[config.mk]
export PLATFORM = sky130hd
export DESIGN_NAME = wishbone_cfg_master
export DESIGN_NICKNAME = d
export VERILOG_FILES = /design/src/rtl/wishbone_cfg_master_pkg.sv /design/src/rtl/wbm_single_xfer.sv /design/src/rtl/wishbone_cfg_master.sv
export SDC_FILE = /design/constraint.sdc
export NUM_CORES = 1
export LEC_CHECK = 0
export ABC_AREA = 1
export ABC_CLOCK_PERIOD_IN_PS = 1700
export BUFFER_PORTS_ARGS = -buffer_cell sky130_fd_sc_hd__buf_2
export CORE_MARGIN = 2
export CORE_UTILIZATION = 45
export CTS_BUF_LIST = sky130_fd_sc_hd__clkbuf_8
export CTS_CLUSTER_DIAMETER = 40
export DETAILED_ROUTE_END_ITERATION = 8
export PLACE_DENSITY = 0.73
export SYNTH_ARGS = -nofsm -noshare
export SYNTH_HDL_FRONTEND = slang
export SYNTH_SLANG_ARGS = --single-unit
[constraint.sdc]
create_clock -name wb_clk_i -period 1.7 [get_ports wb_clk_i]
set_input_delay 0.255 -clock wb_clk_i [delete_from_list [all_inputs] [get_ports wb_clk_i]]
set_output_delay 0.255 -clock wb_clk_i [all_outputs]
set_load 0.01 [all_outputs]
[src/rtl/wishbone_cfg_master_pkg.sv]
// Shared definitions for the CGRA config Wishbone master: CSR map offsets, FSM state codes
// and default timing parameters.
package wishbone_cfg_master_pkg;

  localparam logic [31:0] CsrAddrOff  = 32'h00;
  localparam logic [31:0] CsrWdataOff = 32'h04;
  localparam logic [31:0] CsrRdataOff = 32'h08;
  localparam logic [31:0] CsrWriteOff = 32'h0C;
  localparam logic [31:0] CsrReadOff  = 32'h10;

  localparam int unsigned DefaultReadWait = 4;
  localparam int unsigned DefaultTimeout  = 16;

  typedef logic [3:0] state_t;

  localparam state_t StIdle   = 4'd0;
  localparam state_t StWAddr  = 4'd1;
  localparam state_t StWData  = 4'd2;
  localparam state_t StWPulse = 4'd3;
  localparam state_t StRAddr  = 4'd4;
  localparam state_t StRSet   = 4'd5;
  localparam state_t StRWait  = 4'd6;
  localparam state_t StRData  = 4'd7;
  localparam state_t StRClr   = 4'd8;
  localparam state_t StRsp    = 4'd9;

  function automatic logic is_bus_phase(input state_t st);
    return (st inside {StWAddr, StWData, StWPulse, StRAddr, StRSet, StRData, StRClr});
  endfunction

endpackage

[src/rtl/wbm_single_xfer.sv]
// Single Wishbone transfer engine: registers one request, holds it until ack (or abort when
// WBM_TIMEOUT_EN is defined) and never accepts a new start while stb is still high.
module wbm_single_xfer
  import wishbone_cfg_master_pkg::*;
#(
  parameter int unsigned TIMEOUT = DefaultTimeout
) (
  input  logic        clk_i,
  input  logic        rst_i,
  input  logic        start_i,
  input  logic        we_i,
  input  logic [31:0] adr_i,
  input  logic [31:0] dat_i,
  output logic        done_o,
  output logic [31:0] rdata_o,
  output logic        timeout_o,
  output logic        wb_cyc_o,
  output logic        wb_stb_o,
  output logic        wb_we_o,
  output logic [3:0]  wb_sel_o,
  output logic [31:0] wb_adr_o,
  output logic [31:0] wb_dat_o,
  input  logic [31:0] wb_dat_i,
  input  logic        wb_ack_i
);

  logic        stb_q, stb_d;
  logic        we_q, we_d;
  logic [31:0] adr_q, adr_d;
  logic [31:0] dat_q, dat_d;

  // An ack seen while stb is low is not ours.
  assign done_o  = stb_q & wb_ack_i;
  assign rdata_o = wb_dat_i;

`ifdef WBM_TIMEOUT_EN
  localparam logic [7:0] TmoLast = 8'(TIMEOUT - 1);

  logic [7:0] tmo_cnt_q, tmo_cnt_d;

  assign timeout_o = stb_q & ~wb_ack_i & (tmo_cnt_q == TmoLast);

  always_comb begin
    tmo_cnt_d = tmo_cnt_q;
    if (!stb_q && start_i) begin
      tmo_cnt_d = '0;
    end else if (stb_q) begin
      tmo_cnt_d = tmo_cnt_q + 8'd1;
    end
  end

  always_ff @(posedge clk_i) begin
    if (rst_i) begin
      tmo_cnt_q <= '0;
    end else begin
      tmo_cnt_q <= tmo_cnt_d;
    end
  end
`else
  localparam int unsigned UnusedTimeout = TIMEOUT;
  assign timeout_o = 1'b0;
`endif

  always_comb begin
    stb_d = stb_q;
    we_d  = we_q;
    adr_d = adr_q;
    dat_d = dat_q;
    if (!stb_q) begin
      if (start_i) begin
        stb_d = 1'b1;
        we_d  = we_i;
        adr_d = adr_i;
        dat_d = dat_i;
      end
    end else if (wb_ack_i || timeout_o) begin
      stb_d = 1'b0;
    end
  end

  always_ff @(posedge clk_i) begin
    if (rst_i) begin
      stb_q <= 1'b0;
      we_q  <= 1'b0;
      adr_q <= '0;
      dat_q <= '0;
    end else begin
      stb_q <= stb_d;
      we_q  <= we_d;
      adr_q <= adr_d;
      dat_q <= dat_d;
    end
  end

  assign wb_cyc_o = stb_q;
  assign wb_stb_o = stb_q;
  assign wb_we_o  = we_q;
  assign wb_sel_o = {4{stb_q}};
  assign wb_adr_o = adr_q;
  assign wb_dat_o = dat_q;

endmodule

[src/rtl/wishbone_cfg_master.sv]
// CGRA config Wishbone master: expands one write/read command into single CSR transfers.
// Optional per-phase abort lives in wbm_single_xfer under WBM_TIMEOUT_EN.
module wishbone_cfg_master
  import wishbone_cfg_master_pkg::*;
#(
  parameter logic [31:0] WISHBONE_BASE_ADDR = 32'h3000_0000,
  parameter int unsigned READ_WAIT          = DefaultReadWait,
  parameter int unsigned TIMEOUT            = DefaultTimeout
) (
  input  logic        wb_clk_i,
  input  logic        wb_rst_i,
  input  logic        cmd_valid,
  output logic        cmd_ready,
  input  logic        cmd_write,
  input  logic [31:0] cmd_addr,
  input  logic [31:0] cmd_wdata,
  output logic        rsp_valid,
  input  logic        rsp_ready,
  output logic [31:0] rsp_rdata,
  output logic        rsp_err,
  output logic        wbm_cyc_o,
  output logic        wbm_stb_o,
  output logic        wbm_we_o,
  output logic [3:0]  wbm_sel_o,
  output logic [31:0] wbm_adr_o,
  output logic [31:0] wbm_dat_o,
  input  logic [31:0] wbm_dat_i,
  input  logic        wbm_ack_i,
  output logic        busy
);

  localparam logic [7:0] WaitInit = 8'(READ_WAIT);

  state_t      state_q, state_d;
  logic        start_q, start_d;
  logic [7:0]  wait_q, wait_d;
  logic [31:0] addr_q, addr_d;
  logic [31:0] wdata_q, wdata_d;
  logic        cmd_ready_q, cmd_ready_d;
  logic        busy_q, busy_d;
  logic        rsp_valid_q, rsp_valid_d;
  logic [31:0] rsp_rdata_q, rsp_rdata_d;
  logic        rsp_err_q, rsp_err_d;

  logic        xfer_we;
  logic [31:0] xfer_adr;
  logic [31:0] xfer_dat;
  logic        xfer_done;
  logic [31:0] xfer_rdata;
  logic        xfer_tmo;

  // The engine latches these in the first cycle of each phase, while start_q is high.
  always_comb begin
    xfer_we  = 1'b1;
    xfer_adr = WISHBONE_BASE_ADDR;
    xfer_dat = '0;
    case (state_q)
      StWAddr, StRAddr: begin
        xfer_adr = WISHBONE_BASE_ADDR + CsrAddrOff;
        xfer_dat = addr_q;
      end
      StWData: begin
        xfer_adr = WISHBONE_BASE_ADDR + CsrWdataOff;
        xfer_dat = wdata_q;
      end
      StWPulse: begin
        xfer_adr = WISHBONE_BASE_ADDR + CsrWriteOff;
        xfer_dat = 32'd1;
      end
      StRSet: begin
        xfer_adr = WISHBONE_BASE_ADDR + CsrReadOff;
        xfer_dat = 32'd1;
      end
      StRData: begin
        xfer_we  = 1'b0;
        xfer_adr = WISHBONE_BASE_ADDR + CsrRdataOff;
      end
      StRClr: begin
        xfer_adr = WISHBONE_BASE_ADDR + CsrReadOff;
      end
      default: ;
    endcase
  end

  always_comb begin
    state_d     = state_q;
    start_d     = 1'b0;
    wait_d      = wait_q;
    addr_d      = addr_q;
    wdata_d     = wdata_q;
    cmd_ready_d = cmd_ready_q;
    busy_d      = busy_q;
    rsp_valid_d = rsp_valid_q;
    rsp_rdata_d = rsp_rdata_q;
    rsp_err_d   = rsp_err_q;

    case (state_q)
      StIdle: begin
        if (cmd_valid) begin
          addr_d      = cmd_addr;
          wdata_d     = cmd_wdata;
          state_d     = cmd_write ? StWAddr : StRAddr;
          start_d     = 1'b1;
          cmd_ready_d = 1'b0;
          busy_d      = 1'b1;
          rsp_rdata_d = '0;
          rsp_err_d   = 1'b0;
        end
      end
      StWAddr: if (xfer_done) begin
        state_d = StWData;
        start_d = 1'b1;
      end
      StWData: if (xfer_done) begin
        state_d = StWPulse;
        start_d = 1'b1;
      end
      StRAddr: if (xfer_done) begin
        state_d = StRSet;
        start_d = 1'b1;
      end
      StRSet: if (xfer_done) begin
        if (READ_WAIT == 0) begin
          state_d = StRData;
          start_d = 1'b1;
        end else begin
          state_d = StRWait;
          wait_d  = WaitInit;
        end
      end
      StRWait: begin
        if (wait_q <= 8'd1) begin
          state_d = StRData;
          start_d = 1'b1;
        end else begin
          wait_d = wait_q - 8'd1;
        end
      end
      StRData: if (xfer_done) begin
        rsp_rdata_d = xfer_rdata;
        state_d     = StRClr;
        start_d     = 1'b1;
      end
      StWPulse, StRClr: if (xfer_done) begin
        state_d     = StRsp;
        rsp_valid_d = 1'b1;
      end
      StRsp: begin
        if (rsp_ready) begin
          state_d     = StIdle;
          rsp_valid_d = 1'b0;
          cmd_ready_d = 1'b1;
          busy_d      = 1'b0;
        end
      end
      default: state_d = StIdle;
    endcase

    // Aborted phase: skip everything that is left and report the error.
    if (xfer_tmo && is_bus_phase(state_q)) begin
      state_d     = StRsp;
      start_d     = 1'b0;
      rsp_valid_d = 1'b1;
      rsp_err_d   = 1'b1;
      rsp_rdata_d = '0;
    end
  end

  always_ff @(posedge wb_clk_i) begin
    if (wb_rst_i) begin
      state_q     <= StIdle;
      start_q     <= 1'b0;
      wait_q      <= '0;
      addr_q      <= '0;
      wdata_q     <= '0;
      cmd_ready_q <= 1'b1;
      busy_q      <= 1'b0;
      rsp_valid_q <= 1'b0;
      rsp_rdata_q <= '0;
      rsp_err_q   <= 1'b0;
    end else begin
      state_q     <= state_d;
      start_q     <= start_d;
      wait_q      <= wait_d;
      addr_q      <= addr_d;
      wdata_q     <= wdata_d;
      cmd_ready_q <= cmd_ready_d;
      busy_q      <= busy_d;
      rsp_valid_q <= rsp_valid_d;
      rsp_rdata_q <= rsp_rdata_d;
      rsp_err_q   <= rsp_err_d;
    end
  end

  wbm_single_xfer #(
    .TIMEOUT(TIMEOUT)
  ) u_xfer (
    .clk_i    (wb_clk_i),
    .rst_i    (wb_rst_i),
    .start_i  (start_q),
    .we_i     (xfer_we),
    .adr_i    (xfer_adr),
    .dat_i    (xfer_dat),
    .done_o   (xfer_done),
    .rdata_o  (xfer_rdata),
    .timeout_o(xfer_tmo),
    .wb_cyc_o (wbm_cyc_o),
    .wb_stb_o (wbm_stb_o),
    .wb_we_o  (wbm_we_o),
    .wb_sel_o (wbm_sel_o),
    .wb_adr_o (wbm_adr_o),
    .wb_dat_o (wbm_dat_o),
    .wb_dat_i (wbm_dat_i),
    .wb_ack_i (wbm_ack_i)
  );

  assign cmd_ready = cmd_ready_q;
  assign busy      = busy_q;
  assign rsp_valid = rsp_valid_q;
  assign rsp_rdata = rsp_rdata_q;
  assign rsp_err   = rsp_err_q;

endmodule

# == After elaboration in Yosys (flattened, before gate mapping) ==
# Cells that the tools add are included.
# totals
inputBits,102
reg_bits,178
wordCells,88
out_inout_bits,107
# op_classes
mux,35
reduce_logical,17
bitwise,2
eq_ne,19
order_cmp,1
n_addsub,1
# ops
cell,n
$pmux W32 S3,1
$mux W32,2
$pmux W32 S2,1
$mux W4,9
$pmux W4 S9,1
$pmux W5 S4,1
$eq A4 B3 Y1 const B,4
$mux W8,2
$pmux W8 S2,1
$mux W1,12
$ne A2 B1 Y1 const B,6
$reduce_and A3 Y1,4
$reduce_and A9 Y1,1
$eq A4 B2 Y1 const B,2
$eq A4 B4 Y1 const B,2
$le A8 B1 Y1 const B,1
$ne A2 B2 Y1 const B,4
$reduce_bool A2 Y1,4
$reduce_or A2 Y1,4
$sub A8 B1 Y8 const B,1
$pmux W1 S2,3
$eq A4 B1 Y1 const B,1
$logic_not A4 Y1,1
$reduce_and A2 Y1,2
5 further kinds,5

# == Longest topological paths before layout ==
# Gate-level depths: netlist (run 1).
# logic_depth
depth_word,4
ltp_mapped,11
depth_no_buf,11

# == Cells and area by module ==
# A second synthesis (run 1) with hierarchy kept.
# unflattened
cells_unflattened,1097
area_unflattened_um2,7857.5
# by_module_without_submodules
mod,n_inst,area_per_inst_um2,cells_each,seq_area_each_um2
wishbone_cfg_master,1,4780.8,631,2262.2
wbm_single_xfer,1,3076.7,466,1321.3

# == Least setup slack after synthesis (run 1) ==
# OpenSTA, ideal clock, no wires.
# synth_timing
kind,reg-to-reg
from,register wait_q[0]
to,register state_q[1]
arrival_ps,1323
path_stages_with_launch,12
required_ps,1585
setup_slack_ps,262
setup_ps,115
n_path_buf,0
synth_period_minus_slack_ps,1438
cell_sequence,dfxtp_1 -> inv_1 -> ha_1 -> nor2_1 -> nor2_1 -> nand2_1 -> nand2_1 -> nand2_1 -> nor2_2 -> nand3_1 -> nand2_1 -> nor2_1
# synth_between
elab_chain_len,3
# synth_rtl
item,line,text
"start, declared",wishbone_cfg_master.sv:36,"logic [7:0] wait_q, wait_d;"
"start signal, assigned",wishbone_cfg_master.sv:184,wait_q <= wait_d;
$le A8 B1 Y1,wishbone_cfg_master.sv:132,if (wait_q <= 8'd1) begin
$ne A2 B2 Y1 (no source line),-,
$reduce_and A9 Y1 (no source line),-,
"end signal, assigned",wishbone_cfg_master.sv:171,state_q <= StIdle;
"end signal, assigned",wishbone_cfg_master.sv:182,state_q <= state_d;
"end, declared",wishbone_cfg_master.sv:34,"state_t state_q, state_d;"
# Every way passes these cells.
# A chain may end at the register's enable or synchronous reset.

# == Worst setup path after layout (run 1) ==
# layout_timing
from,register state_q[3]
to,"register u_xfer.dat_q[27], in the netlist u_xfer.wb_dat_o[27]"
# layout_between
elab_chain_len,3
elab_cells_between_ends,8
classes_between,eq/ne (5); mux (1); reduce/logical (2)
# layout_rtl
item,line,text
"$eq A4 B2 Y1, or another cell as far along",wishbone_cfg_master.sv:57,case (state_q)
$reduce_or A2 Y1 (on tied branches),-,
$pmux W32 S3 (*),wishbone_cfg_master.sv:57,
"end signal, assigned",wbm_single_xfer.sv:91,dat_q <= dat_d;
"end, declared",wbm_single_xfer.sv:30,"logic [31:0] dat_q, dat_d;"
# Every way passes the cells marked *; elsewhere a longest branch is shown, timed or not.

==> run summary, run 1 <==
RR Endpoint: u_xfer.wb_dat_o[27]$_SDFFE_PP0P_
Cell Count, Final, Fillers Out: 1186
Cells after Synth: 829
Worst-path fanout max: 9
Clk buf depth: 2
Synth Flop Type: dfxtp_1
Vias in the first global route: 5117
Largest net degree at the start of global routing: 79
CTS H-tree depth: 4
Mean post-synth cell area: 7.50 um2
Max cap viols: 0
Total grt overflow: 0
Reg2Reg Depth: 9
Type of the tightest min-delay check: in2reg
Worst hold path depth: 3
Sequential Area: 3010 um2
Sequential share of power: 41.7%
CP Launch Type: flop
Nets: 1103
Worst setup EP type: flop
Post-DP HPWL: 10500 um
Initial antenna violation count: 0
PnR worst setup slack: 120 ps
Top cells by area, synth: dfxtp_1, a21oi_1, nand2_1
Vias: 5789
Area share of the largest cell type after synthesis: 48.3%
Port buffer count: 180
Routed wire length: 15700 um
Internal Power: 6.73 mW
Hold_sp: wbm_dat_i[23]
Sw power: 3.62 mW
Fill cells: 1320
Worst reg-to-reg setup slack: 120 ps
Register area share after synthesis: 48.3%
Crit share post-route: 92.9%
Area of the core: 13300 um2
Setup violations, final: 0
Overall power: 10.3 mW
DRT antenna net count: 0
Syn Std Cell Area: 6220 um2
Synthesized flop and latch total: 150
Required time of the critical path: 2030 ps
Final Skew: 7.80 ps
Number of CTS-inserted buffers: 17
Die width: 122 um
Clk Latency, worst-skew pair: 450 ps
Layout area overhead: 23.4%
Routed vias/inst: 4.88
ANT cells: 0
Most common cell after layout, fill and taps aside: buf_2
DR pass1 iterations: 4
Worst r2r src: state_q[3]$_SDFFE_PP0P_
Number of synthesized flops with an enable pin: 0
Area leader, netlist: dfxtp_1
Gate power share: 32.2%
Clock sink total: 150
CTS root buf: clkbuf_8
Max Slew Vio Count: 0
Layout cell share with drive strength beyond 1: 26.0%
Drt first-iter violations: 313
Cell row count: 42
Total track usage: 21.0%
Final TNS setup: 0 ps
Arr. time, crit path: 1910 ps
Pre-CTS WS: 44.9 ps
# IOs: 209
Initial Utilization: 46.6%
Min Tclk post-route: 1580 ps
Clock power frac: 26.2%
Routability congestion estimate: 0.897
First-pass GRT wire length: 24400 um
Fin. Hold Viols: 0
Chip height: 122 um
Peak Freq: 0.633 GHz
DR WL/cell: 13.3 um
Drc violations: 0
Max rail drop VDD: 0.644 mV
Hold path endpoint: rsp_rdata[23]$_SDFFE_PP0P_
Async S/R FF share, synth: 0%
RSZ-0062 raised after global routing: true
Library cells used by synthesis: 27
Pleak: 3.38 nW
CTS tree: yes
Clock slew at reported path FFs: 80 ps
Most frequent cells in the layout: buf_2, nand2_1, dfxtp_1
Crit path kind: reg2reg
Syn. warnings: 0
Die Footprint: 14800 um2
Power Density: 1350 nW/um2
Area of the multi-input gates: 2510 um2
Status: finished, final reports clean
Number of cells after detailed placement: 1150
Sw frac: 34.9%
-- cell families after synthesis --
| group | Yosys count | share of synthesized area [%] |
|---|---|---|
| flip-flops | 150 | 48.3 |
| adder cells (fa/ha/maj) | 2 | 0.402 |
| AO/OA/AOI/OAI | 248 | 20.9 |
| other | 1 | 0.0603 |
| AND/OR/NAND/NOR | 251 | 16.4 |
| XOR/XNOR | 3 | 0.422 |
| buffers and inverters | 174 | 13.5 |
-- cells in the mapped netlist (all sizes together) (3+ instances only) --
library cell,number
inv,89
clkbuf,24
a21oi,141
nand3,22
nor2,43
dfxtp,150
o211ai,3
o21ai,69
buf,59
nand2,182
o22ai,32
xor2,3
-- per-stage QoR --
step / hold WS, ps / utilization [%] / cell area (um2)
after floorplan: 390 / - / 6320
after global placement: 438 / 53.9 / 7200
after detailed placement: 443 / 53.9 / 7200
after CTS: 20.9 / 57.0 / 7610
after global routing: 33.0 / 57.5 / 7670
final: 50.9 / 57.5 / 7670
-- repair_timing --
item,CTS,global route
buffers inserted,0,4
endpoints found under the hold margin,2,0
endpoints found under the setup margin,0,79
gates resized for setup,0,11
hold buffers,2,0
-- area by class of cell --
cell class,instances,area share (%)
clock buffers,21,3.77
clock inverters,9,1.34
inverters,91,4.47
multi-input cells,532,32.7
flip-flops and latches,150,39.2
well taps,176,2.87
repair buffers,207,15.6
-- power by group through the flow --
stage               sequential [mW]  combinational (mW)  clock (mW)
global placement               4.37                3.17           0
detailed placement             4.38                3.20           0
floorplan                      4.39                2.33           0
global route                   4.37                3.74        2.93
CTS                            4.30                3.22        2.80
finish                         4.31                3.33        2.71
-- registers in the layout (all words and copies together) (netlist names) --
register,count
addr_q,32
busy,1
cmd_ready,1
rsp_rdata,32
rsp_valid,1
start_q,1
state_q,4
u_xfer.wb_adr_o,4
u_xfer.wb_cyc_o,1
u_xfer.wb_dat_o,32
u_xfer.wb_we_o,1
wait_q,8
wdata_q,32
-- worst max path at each step --
| stage | from | endpoint | slack (ps) | depth (start not counted) |
|---|---|---|---|---|
| 2_1_floorplan | wait_q[0]$_SDFFE_PP0P_ | state_q[1]$_SDFFE_PP0P_ | 260 | 11 |
| 3_3_place_gp | state_q[0]$_SDFFE_PP0P_ | addr_q[14]$_SDFFE_PP0P_ | 50 | 7 |
| 3_5_place_dp | state_q[3]$_SDFFE_PP0P_ | addr_q[9]$_SDFFE_PP0P_ | 40 | 7 |
| 4_1_cts | state_q[0]$_SDFFE_PP0P_ | addr_q[9]$_SDFFE_PP0P_ | 20 | 7 |
| 5_1_grt | wait_q[0]$_SDFFE_PP0P_ | state_q[0]$_SDFFE_PP0P_ | -7 | 12 |
| 6_report | state_q[3]$_SDFFE_PP0P_ | u_xfer.wb_dat_o[27]$_SDFFE_PP0P_ | 120 | 9 |
-- layer usage --
metal | global-route usage [%] | part of all wire, %
met5 | 0 | 0
met4 | 9.48 | 2.9
met3 | 5.62 | 6.3
met2 | 33.7 | 47
met1 | 26.4 | 43
-- worst max-delay path: stages (launching register included) --
cell and delay [ps]:
dfxtp_1 450, nor2_4 80, buf_4 140, nand2_1 80, nand2_1 90, inv_2 200, buf_4 200, o22ai_1 70
nand2_1 80, a21oi_1 60
No activity file was read; power rests on OpenSTA's default activity.
==> inputs of run 2 (changes only) <==
CORE_UTILIZATION = 40   (was 45)
PLACE_DENSITY = 0.66   (was 0.73)
==> run summary, run 2 (synthesized netlist as in run 1, its figures left out) <==
Drt first-iter violations: 329
DRT antenna net count: 0
Max Slew Vio Count: 0
Die width: 129 um
Most frequent cells in the layout: buf_2, nand2_1, dfxtp_1
Port buffer count: 180
Initial Utilization: 40.9%
Initial antenna violation count: 0
Pre-CTS WS: 71.8 ps
Fill cells: 1526
Largest net degree at the start of global routing: 78
Peak Freq: 0.639 GHz
Final TNS setup: 0 ps
Power Density: 1360 nW/um2
Cell Count, Final, Fillers Out: 1197
Chip height: 129 um
CTS tree: yes
Crit path kind: reg2reg
DR WL/cell: 13.5 um
Met3 Routed Length: 756 um
Fin util: 50.7%
Wl on met1: 7170 um
Sw power: 3.65 mW
Routed wire length: 16200 um
CTS H-tree depth: 4
Min Tclk post-route: 1570 ps
Required time of the critical path: 2030 ps
Setup violations, final: 0
Number of cells after detailed placement: 1162
Total grt overflow: 0
Clk Latency, worst-skew pair: 450 ps
Routed vias/inst: 4.85
Layout area overhead: 23.9%
Most common cell after layout, fill and taps aside: buf_2
Min Hold Slack: 47.0 ps
Clock slew at reported path FFs: 70 ps
Drc violations: 0
DR top layer: met4
Status: finished, final reports clean
Sequential share of power: 41.2%
Total track usage: 19.3%
Max rail drop VDD: 0.616 mV
Crit share post-route: 92.1%
Die Footprint: 16600 um2
Pleak: 3.41 nW
Post-DP HPWL: 10900 um
Vias: 5804
Arr. time, crit path: 1890 ps
# IOs: 209
Layout cell share with drive strength beyond 1: 26.0%
Worst setup EP type: flop
Area of the core: 15200 um2
Clock sink total: 150
Sw frac: 34.9%
Clock power frac: 26.4%
Gate power share: 32.4%
Max cap viols: 0
Type of the tightest min-delay check: in2reg
Cell row count: 45
PnR worst setup slack: 134 ps
Fin. Hold Viols: 0
Final Skew: 13.6 ps
RSZ-0062 raised after global routing: false
Vias in the first global route: 5108
Number of CTS-inserted buffers: 17
Worst-path fanout max: 51
First-pass GRT wire length: 25500 um
CTS root buf: clkbuf_8
DR pass1 iterations: 4
Nets: 1100
CP Launch Type: flop
Clk buf depth: 2
Internal Power: 6.82 mW
Metal2 WL: 7900 um
Routability congestion estimate: 0.929
run 2: path summary, 6_finish.rpt:
kind                           start  cells after the start  slack, ps                      end
min                     cmd_wdata[0]                      3         50  wdata_q[0]$_SDFFE_PP0P_
max reg2reg  state_q[2]$_SDFFE_PP0P_                      8        130  addr_q[29]$_SDFFE_PP0P_
min reg2reg  wdata_q[5]$_SDFFE_PP0P_                      2        450  wdata_q[5]$_SDFFE_PP0P_
max          state_q[2]$_SDFFE_PP0P_                      8        130  addr_q[29]$_SDFFE_PP0P_
run 2: cell type report:
cell class | instances | area, um2 | area share, %
diodes | 1 | 2.50 | 0.0325
flip-flops and latches | 150 | 3010 | 39.0
clock buffers | 19 | 262 | 3.39
repair buffers | 204 | 1200 | 15.6
inverters | 91 | 347 | 4.50
well taps | 188 | 235 | 3.05
multi-input cells | 532 | 2510 | 32.6
clock inverters | 12 | 136 | 1.77
run 2: worst max-delay path, cell delays in order, from the launching register on:
cell and delay, ps:
dfxtp_1 340, buf_4 150, nor2_4 170, nand2_2 120, nor2_4 140, inv_4 80
buf_12 180, o21ai_0 200, a21oi_1 50
run 2: power groups by stage:
stage | Clock, mW | Combinational, mW | Sequential (mW)
after floorplan | 0 | 2.33 | 4.39
after global placement | 0 | 3.21 | 4.36
after detailed placement | 0 | 3.23 | 4.38
after CTS | 2.84 | 3.24 | 4.30
after global routing | 2.99 | 3.82 | 4.37
final | 2.77 | 3.39 | 4.31
run 2: layer usage:
metal	up-vias	GRT usage [%]
met2	154	31.3
met5	-	0
met4	0	7.54
met1	2666	25.3
li1	2960	-
met3	24	3.91
run 2: stage by stage:
step / power, mW / instance area [um2]
finish: 10.5 / 7710
global route: 11.2 / 7710
CTS: 10.4 / 7610
detailed placement: 7.61 / 7220
global placement: 7.57 / 7220
floorplan: 6.72 / 6320
run 2: timing repair:
| action | in CTS | in global routing |
|---|---|---|
| hold buffers | 0 | 0 |
| endpoints found under the setup margin | 0 | 67 |
| setup buffers | 0 | 2 |
| resized for setup | 0 | 30 |
